$ cat src/rtl/fifo_pkg.sv
// Shared definitions for the asynchronous FIFO and its write-side arbiter.
// Contents: default width constants, arbiter state enum, clog2 helper.
package fifo_pkg;

    localparam int unsigned default_address_bus_length = 4;
    localparam int unsigned default_data_bus_length    = 8;

    typedef enum logic {
        IDLE  = 1'b0,
        GRANT = 1'b1
    } arb_state_t;

    // Ceiling log2 with a floor of 1 so single-bit indices never collapse to zero width.
    function automatic int unsigned clog2(input int unsigned n);
        int unsigned r;
        r = 1;
        while ((32'd1 << r) < n) begin
            r++;
        end
        return r;
    endfunction

endpackage

$ cat src/rtl/fifo_write_arbiter_if.sv
// Requester/FIFO write-side bundle for fifo_write_arbiter.
// master (arbiter): in  req, req_data, fifo_full
//                   out ack, write_enable, trans_data, owner, busy
// slave  (environment): the mirror image.
interface fifo_write_arbiter_if
    import fifo_pkg::*;
#(
    parameter int unsigned num_req = 4,
    parameter int unsigned data_w  = default_data_bus_length
) ();

    localparam int unsigned idx_w = clog2(num_req);

    logic [num_req-1:0]        req;
    logic [num_req*data_w-1:0] req_data;
    logic [num_req-1:0]        ack;
    logic                      fifo_full;
    logic                      write_enable;
    logic [data_w-1:0]         trans_data;
    logic [idx_w-1:0]          owner;
    logic                      busy;

    modport master (
        input  req, req_data, fifo_full,
        output ack, write_enable, trans_data, owner, busy
    );

    modport slave (
        output req, req_data, fifo_full,
        input  ack, write_enable, trans_data, owner, busy
    );

endinterface

$ cat src/rtl/fifo_write_arbiter_rr_pick.sv
// Combinational round-robin priority encoder.
// req_i   : request vector
// ptr_i   : index with highest priority this cycle
// idx_o   : first set index at or after ptr_i (wrapping)
// found_o : any request set
module rr_pick
    import fifo_pkg::*;
#(
    parameter  int unsigned num_req = 4,
    localparam int unsigned idx_w   = clog2(num_req)
) (
    input  logic [num_req-1:0] req_i,
    input  logic [idx_w-1:0]   ptr_i,
    output logic [idx_w-1:0]   idx_o,
    output logic               found_o
);

    // Walk offsets 0..num_req-1 from the pointer; first hit wins.
    always_comb begin
        int unsigned cand;
        idx_o   = '0;
        found_o = 1'b0;
        cand    = 0;
        for (int unsigned k = 0; k < num_req; k++) begin
            cand = 32'(ptr_i) + k;
            if (cand >= num_req) begin
                cand = cand - num_req;
            end
            for (int unsigned j = 0; j < num_req; j++) begin
                if (!found_o && (j == cand) && req_i[j]) begin
                    found_o = 1'b1;
                    idx_o   = idx_w'(j);
                end
            end
        end
    end

endmodule

$ cat src/rtl/fifo_write_arbiter.sv
// Round-robin arbiter sharing the asynchronous FIFO's single write port
// between num_req requesters, with a max_burst cap per grant.
// trans_clk : transmit-domain clock
// trans_rst : asynchronous active-low reset
// bus       : master modport (req/req_data/fifo_full in;
//             ack/write_enable/trans_data/owner/busy out)
// The write path (write_enable, ack, trans_data) is combinational from
// registered state so a word is consumed in the cycle its ack is seen.
module fifo_write_arbiter
    import fifo_pkg::*;
#(
    parameter int unsigned num_req         = 4,
    parameter int unsigned data_bus_length = fifo_pkg::default_data_bus_length,
    parameter int unsigned max_burst       = 4
) (
    input  logic                 trans_clk,
    input  logic                 trans_rst,
    fifo_write_arbiter_if.master bus
);

    localparam int unsigned idx_w   = clog2(num_req);
    localparam int unsigned burst_w = 4;

    arb_state_t         state_q, state_d;
    logic [idx_w-1:0]   ptr_q, ptr_d;
    logic [idx_w-1:0]   owner_q, owner_d;
    logic [burst_w-1:0] burst_q, burst_d;

    logic [data_bus_length-1:0] words [num_req];
    logic [idx_w-1:0]   ptr_exit;
    logic [idx_w-1:0]   idle_idx, exit_idx;
    logic               idle_found, exit_found;
    logic [burst_w-1:0] burst_inc;
    logic               owner_req, grant_active, we, rotate;

    // Unflatten requester data slices.
    always_comb begin
        for (int unsigned i = 0; i < num_req; i++) begin
            words[i] = bus.req_data[i*data_bus_length +: data_bus_length];
        end
    end

    assign owner_req    = bus.req[owner_q];
    assign grant_active = (state_q == GRANT);
    assign we           = grant_active & owner_req & ~bus.fifo_full;

    // Write path.
    always_comb begin
        bus.ack          = '0;
        bus.ack[owner_q] = we;
    end

    assign bus.write_enable = we;
    assign bus.trans_data   = we ? words[owner_q] : '0;
    assign bus.owner        = owner_q;
    assign bus.busy         = grant_active;

    // Pointer used after leaving a grant: one past the current owner.
    assign ptr_exit  = (owner_q == idx_w'(num_req - 1)) ? '0 : owner_q + idx_w'(1);
    assign burst_inc = burst_q + burst_w'(1);

    // Full stalls keep we low, so only a completed burst or a withdrawn request rotates.
    assign rotate = (we && (burst_inc == burst_w'(max_burst))) || !owner_req;

    rr_pick #(.num_req(num_req)) u_pick_idle (
        .req_i   (bus.req),
        .ptr_i   (ptr_q),
        .idx_o   (idle_idx),
        .found_o (idle_found)
    );

    rr_pick #(.num_req(num_req)) u_pick_exit (
        .req_i   (bus.req),
        .ptr_i   (ptr_exit),
        .idx_o   (exit_idx),
        .found_o (exit_found)
    );

    // Next-state logic.
    always_comb begin
        state_d = state_q;
        ptr_d   = ptr_q;
        owner_d = owner_q;
        burst_d = burst_q;
        unique case (state_q)
            IDLE: begin
                if (idle_found) begin
                    state_d = GRANT;
                    owner_d = idle_idx;
                    burst_d = '0;
                end
            end
            GRANT: begin
                if (rotate) begin
                    ptr_d   = ptr_exit;
                    burst_d = '0;
                    if (exit_found) begin
                        owner_d = exit_idx;
                    end else begin
                        state_d = IDLE;
                    end
                end else if (we) begin
                    burst_d = burst_inc;
                end
            end
            default: state_d = IDLE;
        endcase
    end

    // State registers.
    always_ff @(posedge trans_clk or negedge trans_rst) begin
        if (!trans_rst) begin
            state_q <= IDLE;
            ptr_q   <= '0;
            owner_q <= '0;
            burst_q <= '0;
        end else begin
            state_q <= state_d;
            ptr_q   <= ptr_d;
            owner_q <= owner_d;
            burst_q <= burst_d;
        end
    end

endmodule

$ cat src/flat_wrapper.sv
// flat-port wrapper written by rule: the top's interface ports become plain ports
module fifo_write_arbiter_flat import fifo_pkg::*;
#(
    parameter int unsigned num_req         = 4,
    parameter int unsigned data_bus_length = fifo_pkg::default_data_bus_length,
    parameter int unsigned max_burst       = 4
)
  (trans_clk, trans_rst, bus_req, bus_req_data, bus_fifo_full, bus_ack, bus_write_enable, bus_trans_data, bus_owner, bus_busy);
  fifo_write_arbiter_if #(.num_req(num_req)) bus_i ();
  input  logic trans_clk;
  input  logic trans_rst;
  input wire logic [$bits(bus_i.req)-1:0] bus_req;
  input wire logic [$bits(bus_i.req_data)-1:0] bus_req_data;
  input wire logic [$bits(bus_i.fifo_full)-1:0] bus_fifo_full;
  output wire logic [$bits(bus_i.ack)-1:0] bus_ack;
  output wire logic [$bits(bus_i.write_enable)-1:0] bus_write_enable;
  output wire logic [$bits(bus_i.trans_data)-1:0] bus_trans_data;
  output wire logic [$bits(bus_i.owner)-1:0] bus_owner;
  output wire logic [$bits(bus_i.busy)-1:0] bus_busy;
  assign bus_i.req = bus_req;
  assign bus_i.req_data = bus_req_data;
  assign bus_i.fifo_full = bus_fifo_full;
  assign bus_ack = bus_i.ack;
  assign bus_write_enable = bus_i.write_enable;
  assign bus_trans_data = bus_i.trans_data;
  assign bus_owner = bus_i.owner;
  assign bus_busy = bus_i.busy;
  fifo_write_arbiter #(.num_req(num_req), .data_bus_length(data_bus_length), .max_burst(max_burst)) u_core (.trans_clk(trans_clk), .trans_rst(trans_rst), .bus(bus_i));
endmodule
$ cat config.mk
export PLATFORM = sky130hd
export DESIGN_NAME = fifo_write_arbiter_flat
export DESIGN_NICKNAME = d
export VERILOG_FILES = /design/src/rtl/fifo_pkg.sv /design/src/rtl/fifo_write_arbiter_if.sv /design/src/rtl/fifo_write_arbiter_rr_pick.sv /design/src/rtl/fifo_write_arbiter.sv /design/src/flat_wrapper.sv
export SDC_FILE = /design/constraint.sdc
export NUM_CORES = 1
export LEC_CHECK = 0
export ABC_AREA = 1
export CAP_MARGIN = 20
export CORE_MARGIN = 10
export CORE_UTILIZATION = 49
export DETAILED_ROUTE_END_ITERATION = 12
export PLACE_DENSITY = 0.87
export SKIP_LAST_GASP = 1
export SLEW_MARGIN = 40
export SYNTH_ARGS = -nofsm -noshare
export SYNTH_HDL_FRONTEND = slang
export SYNTH_SLANG_ARGS = --single-unit
$ cat constraint.sdc
create_clock -name trans_clk -period 4.5 [get_ports trans_clk]
set_clock_uncertainty 0.15 [all_clocks]
set_input_delay 1.125 -clock trans_clk [delete_from_list [all_inputs] [get_ports trans_clk]]
set_output_delay 1.125 -clock trans_clk [all_outputs]
set_load 0.1 [all_outputs]
# Word-level counts from Yosys, hierarchy flattened
# Index checks and enable logic that the tools add are counted.
[op_classes] addsub=16 n_mul=0 div_mod_pow=0 n_lt_le_gt_ge=11 eq_ne=30 n_shift=0 n_mux=91 n_bitwise=6 n_reduce_logical=107
[ops] cell="2-bit by 32-bit equality test with 1-bit output (first input constant)" n=16
[ops] cell="1-bit by 32-bit equality test with 1-bit output (first input constant)" n=8
[ops] cell="32-bit zero test" n=8
[ops] cell="32-bit 2-to-1 mux" n=8
[ops] cell="1-bit logical AND" n=64
[ops] cell="2-bit 2-to-1 mux" n=32
[ops] cell="1-bit 2-to-1 mux" n=39
[ops] cell="1-bit zero test" n=31
[ops] cell="8-bit 2-to-1 mux" n=3
[ops] cell="3-bit by 3-bit subtractor with 4-bit output (second input constant)" n=6
[ops] cell="3-bit >= comparator (second input constant)" n=7
[ops] cell="8-bit binary-select mux with 2-bit select" n=1
[ops] cell="2-bit by 2-bit adder with 3-bit output (second input constant)" n=4
[ops] cell="4-bit 2-to-1 mux" n=3
[ops] cell="4-bit one-hot mux with 2 select lines" n=1
[ops] cell="2-bit by 3-bit subtractor with 4-bit output (second input constant)" n=2
[ops] cell="2-bit by 1-bit adder with 3-bit output (second input constant)" n=2
[ops] cell="2-bit by 3-bit >= comparator with 1-bit output (second input constant)" n=2
[ops] cell="4-bit by 1-bit adder with 4-bit output (second input constant)" n=1
[ops] cell="4-bit bitwise AND" n=1
[ops] cell="4-bit by 3-bit equality test with 1-bit output (second input constant)" n=1
[ops] cell="2-bit != test (second input constant)" n=2
[ops] cell="2-bit one-hot mux with 2 select lines" n=1
[ops] cell="2-bit AND reduction" n=2
[ops] cell="14 further kinds" n=16
[word_totals] ff_bits=9 latchBits=0 ramBits=0 romBits=0 in_bits=39 out_inout_bits=16 word_cells=265 n_memories=0

# Depth between registers and ports, before layout
[logic_depth] ltp_word=70 mapped_depth=18 mapped_depth_nobuf=16

# By module
# A second synthesis with hierarchy kept.
[hier_totals] cells_unflattened=277 hier_area_um2=1551.5
[by_module_without_submodules] module="fifo_write_arbiter" n_inst=1 cells_each=151 area_each_um2=945.9 seq_area_each_um2=225.2
[by_module_without_submodules] module="rr_pick" n_inst=2 cells_each=63 area_each_um2=302.8 seq_area_each_um2=0.0

# Least setup slack after synthesis
# OpenSTA, ideal clock, no wires.
[synth_timing] path_type="register to output" startpoint="register u_core.owner_q[1], in the netlist u_core.bus.owner[1]" endpoint="output bus_trans_data[0]" t_arrival_ps=4268 t_required_ps=3225 setup_slack_ps=-1043 stages_incl_launch_ff=9 path_buffers=2 path_cell_list="dfrtp_1 > buf_4 > a21oi_1 > o21ai_1 > nand2_1 > nor3_4 > inv_2 > clkbuf_1 > a21oi_1"
[synth_between] elab_chain_cells=5 word_cells_on_any_way=9 cone_classes="mux: 6; bitwise: 3"
[synth_lines] item="start, declared" line_no="fifo_write_arbiter.sv:26" text="logic [idx_w-1:0] owner_q, owner_d;"
[synth_lines] item="start signal, assigned" line_no="fifo_write_arbiter.sv:120" text="owner_q <= owner_d;"
[synth_lines] item="1-bit binary-select mux with 2-bit select" line_no="fifo_write_arbiter.sv:43" text="assign owner_req = bus.req[owner_q];"
[synth_lines] item="1-bit 2-to-1 mux (implied by the code)" line_no="fifo_write_arbiter.sv:43"
[synth_lines] item="1-bit bitwise AND (2 in a row)" line_no="fifo_write_arbiter.sv:45" text="assign we = grant_active & owner_req & ~bus.fifo_full;"
[synth_lines] item="via bus_write_enable" line_no="flat_wrapper.sv:16" text="output wire logic [$bits(bus_i.write_enable)-1:0] bus_write_enable;"
[synth_lines] item="8-bit 2-to-1 mux" line_no="fifo_write_arbiter.sv:54" text="assign bus.trans_data = we ? words[owner_q] : '0;"
[synth_lines] item="end, declared" line_no="flat_wrapper.sv:17" text="output wire logic [$bits(bus_i.trans_data)-1:0] bus_trans_data;"
# The timed path passes the listed nets, and every way through them passes these cells. The select of a mux whose other input is x is not followed.

# Worst setup path after layout
[layout_timing] startpoint="input bus_req[0]" endpoint="output bus_trans_data[7]"
[layout_between] elab_chain_cells=5
[layout_lines] item="start, declared" line_no="flat_wrapper.sv:12" text="input wire logic [$bits(bus_i.req)-1:0] bus_req;"
[layout_lines] item="1-bit binary-select mux with 2-bit select" line_no="fifo_write_arbiter.sv:43"
[layout_lines] item="1-bit 2-to-1 mux (implied by the code)" line_no="fifo_write_arbiter.sv:43"
[layout_lines] item="1-bit bitwise AND (2 in a row)" line_no="fifo_write_arbiter.sv:45"
[layout_lines] item="8-bit 2-to-1 mux" line_no="fifo_write_arbiter.sv:54"
# No other way between the ends. The select of a mux whose other input is x is not followed.

==> metrics.csv <==
stage,metric,value,unit
run_status,outcome,finished clean,
critical_path,start_kind,input port,
cts,cts_resized,0,
sta,tightest_slew,0.513,ns
sta,hold_slack,0.392,ns
routing,drtAntennaViolNets,0,
routing,vias,1884,
sta,fin_ws,0.453,ns
layout,syn_to_final_growth,56.8,%
grt,gr-usage-all-layers,17.9,%
sta,setup_violations,0,
logic_synthesis,yosysSeqAreaShare,14.9,%
hold_path,whs_path_depth,2,
critical_path,slowest_delay,0.52,ns
critical_path,crit_path_start,bus_req[0],
power,irDropWorstVdd,554,µV
cts,cts_tree,built,
critical_path,path_buf_inv,5,
logic_synthesis,syn_nets,302,
sta,fmax,247,MHz
critical_path,path_class,in2out,
power,power.density,771,nW/µm²
cts,clk_pin_slew,0.06,ns
cts,cts_setup_buffers,0,
critical_path,crit_chain,"clkdlybuf4s50_1, inv_4, o21ai_1, nand2_1, nor3_4, inv_2, buf_12, a21oi_4, buf_12",
placed_design,gp_congestion,0.912,
cts,cts_sinks,9,
logic_synthesis,syn_avg_cell_area,5.87,µm²
critical_path,critical-path-slowest-cell,clkdlybuf4s50_1,
hold_path,hold_path_class,reg2reg,
sta,fin_crit_sh,89.9,%
job,maxCapViolations,0,
floorplan,die_area,5700,µm²
grt,busiest_layer,met2,
critical_path,end_kind,output pin,
routing,via_per_inst,5.45,
placed_design,numPortBuffers,54,
layout,drive_gt1_share,23.6,%
critical_path,reg2reg_from,u_core.bus.owner[0]$_DFFE_PN0P_,
cts,root_buffer,clkbuf_4,
critical_path,worstReg2RegEnd,u_core.bus.owner[0]$_DFFE_PN0P_,
logic_synthesis,syn_inst,257,
floorplan,num_rows,20,
logic_synthesis,syn_area,1510,µm²
logic_synthesis,yosysTopAreaCell,dfrtp_1,
grt,antenna_found_initial,0,
routing,first_pass_iters,4,
sta,drv_slew,0,
sta,rsz0062_at_grt,false,
critical_path,path_delay_family,buffers and inverters,
routing,drt-initial-drc-count,154,
routing,drt_wl_total,5250,µm
layout,final_cells,346,
grt,globalRouteMet3Util,2.47,%
layout,layout_commonest_cell,nor2_1,
layout,finalInstanceArea,2360,µm²
sta,period_needed,4.05,ns
grt,grt_pass1_vias,1745,
cts,cts_buffers,3,
floorplan,die_h,75.5,µm
logic_synthesis,yosys_most_used_dff,dfrtp_1,
critical_path,crit_fanout,14,
cts,insertion_delay,0.26,ns
critical_path,worst-endpoint-arrival,2.77,ns
cts,ctsHoldBuffers,0,
critical_path,ff2ff_path_depth,16,
grt,grt_start_max_net_pins,20,
sta,slew_headroom,65.8,%
logic_synthesis,synthTopCellsByArea,"dfrtp_1 (15%), nor2_1 (14%), nand2_1 (12%)",
logic_synthesis,ys_ff_latch,9,
floorplan,start_util,50.2,%
routing,drc,0,
grt,globalRouteMet2Util,31.8,%
logic_synthesis,synth_edf_count,0,
logic_synthesis,synthArstFlopShare,100,%
logic_synthesis,yosysTopAreaCellShare,14.9,%
grt,gr-total-overflow,0,
critical_path,r2r_setup_slack,1.55,ns
cts,cts_max_path_buffers,2,
grt,grt_pass1_wl,8200,µm
routing,post_drt_wl_per_cell,15.2,µm
layout,n_antenna_cell,0,
power,p_leak,1.02,nW
logic_synthesis,ys_types,33,
hold_path,holdCritStartpoint,u_core.burst_q[1]$_DFFE_PN0P_,
logic_synthesis,yosysWarnings,0,
layout,nNetsFinal,359,
cts,htreeDepth,1,
hold_path,min_to,u_core.burst_q[1]$_DFFE_PN0P_,
sta,hold_viol_final,0,
layout,final_cell_mix,"nor2_1 (54), nand2_1 (47), clkdlybuf4s50_1 (38)",
placed_design,pre_cts_slack,0.464,ns
placed_design,placed_cell_area,2340,µm²
floorplan,ios,55,
floorplan,die_width,75.5,µm
sta,finalSetupTns,0,ns
placed_design,place_inst,342,
placed_design,dpl.hpwl,4260,µm
floorplan,core_area,3000,µm²
critical_path,cpMostUsedCell,buf_12,
critical_path,worst_ep_required_time,3.22,ns
grt,met1_usage,21.9,%
[metal layers]
| layer | part of all wire (%) | wire (µm) |
|---|---|---|
| met3 | 7.3 | 382 |
| met4 | 0.59 | 31 |
| met5 | 0 | 0 |
| met1 | 38 | 2010 |
| met2 | 54 | 2820 |
[power by group]
group	total, W	switching (W)	internal [W]
Clock	0.0000628	0.0000286	0.0000342
Sequential	0.000187	0.0000708	0.000117
Combinational	0.00157	0.00106	0.000515
Total	0.00182	0.00116	0.000666
[logic make-up (layout without fill, tap and decap cells)]
kind of cell / after synthesis / in the layout / synth area share [%]
buf+inv: 37 / 93 / 10.8
flops: 9 / 9 / 14.9
simple gates: 164 / 164 / 52.9
compound gates: 39 / 39 / 15.2
fa+ha+maj: 6 / 6 / 4.98
xor+xnor: 2 / 2 / 1.16
[Yosys cell counts (2+ instances only)]
cell type   n
o21ai_2     4
a21oi_1    11
nor2_2      6
o21ai_1     2
nor2_4      2
nand3_2     2
nand2_2     9
o21ai_0    19
nand3_1    15
nor3_1      6
nand2_1    47
inv_1      23
nor2_1     58
buf_4       2
ha_1        6
nand4_1    12
nand4_2     2
clkbuf_1    3
dfrtp_1     9
inv_2       5
buf_6       2
[sequential cells by signal, indices dropped and copies added, names as in the netlist]
signal,count
u_core.ptr_q,2
u_core.burst_q,4
u_core.bus.owner,2
u_core.bus.busy,1
[tightest hold or removal path, cell delays in order, from the launching register on]
cell and delay [ns]:
dfrtp_1 0.39, nand2_2 0.08, o21ai_2 0.05
[final cells by class]
type                    count  area (µm²)
inverters                  28         108
flip-flops and latches      9         226
clock buffers               4        26.3
fillers                   209         638
well taps                  33        41.3
repair buffers             61         723
multi-input cells         211        1240
[metrics by stage]
step	utilization [%]	total power (W)
6_report	78.8	0.00182
3_3_place_gp	78.2	0.00173
3_5_place_dp	77.9	0.00175
5_1_grt	78.8	0.00195
2_1_floorplan	-	0.00135
4_1_cts	78.8	0.00182
[how the worst max path moves through the flow]
stage | end | slack (ns) | cells after the start
after detailed placement | bus_trans_data[7] | 0.46 | 9
final | bus_trans_data[7] | 0.45 | 9
after global routing | bus_trans_data[6] | 0.39 | 9
after floorplan | bus_trans_data[0] | -0.22 | 8
after global placement | bus_trans_data[3] | 0.52 | 9
after CTS | bus_trans_data[7] | 0.45 | 9
Power figures use the tool's default switching activity.
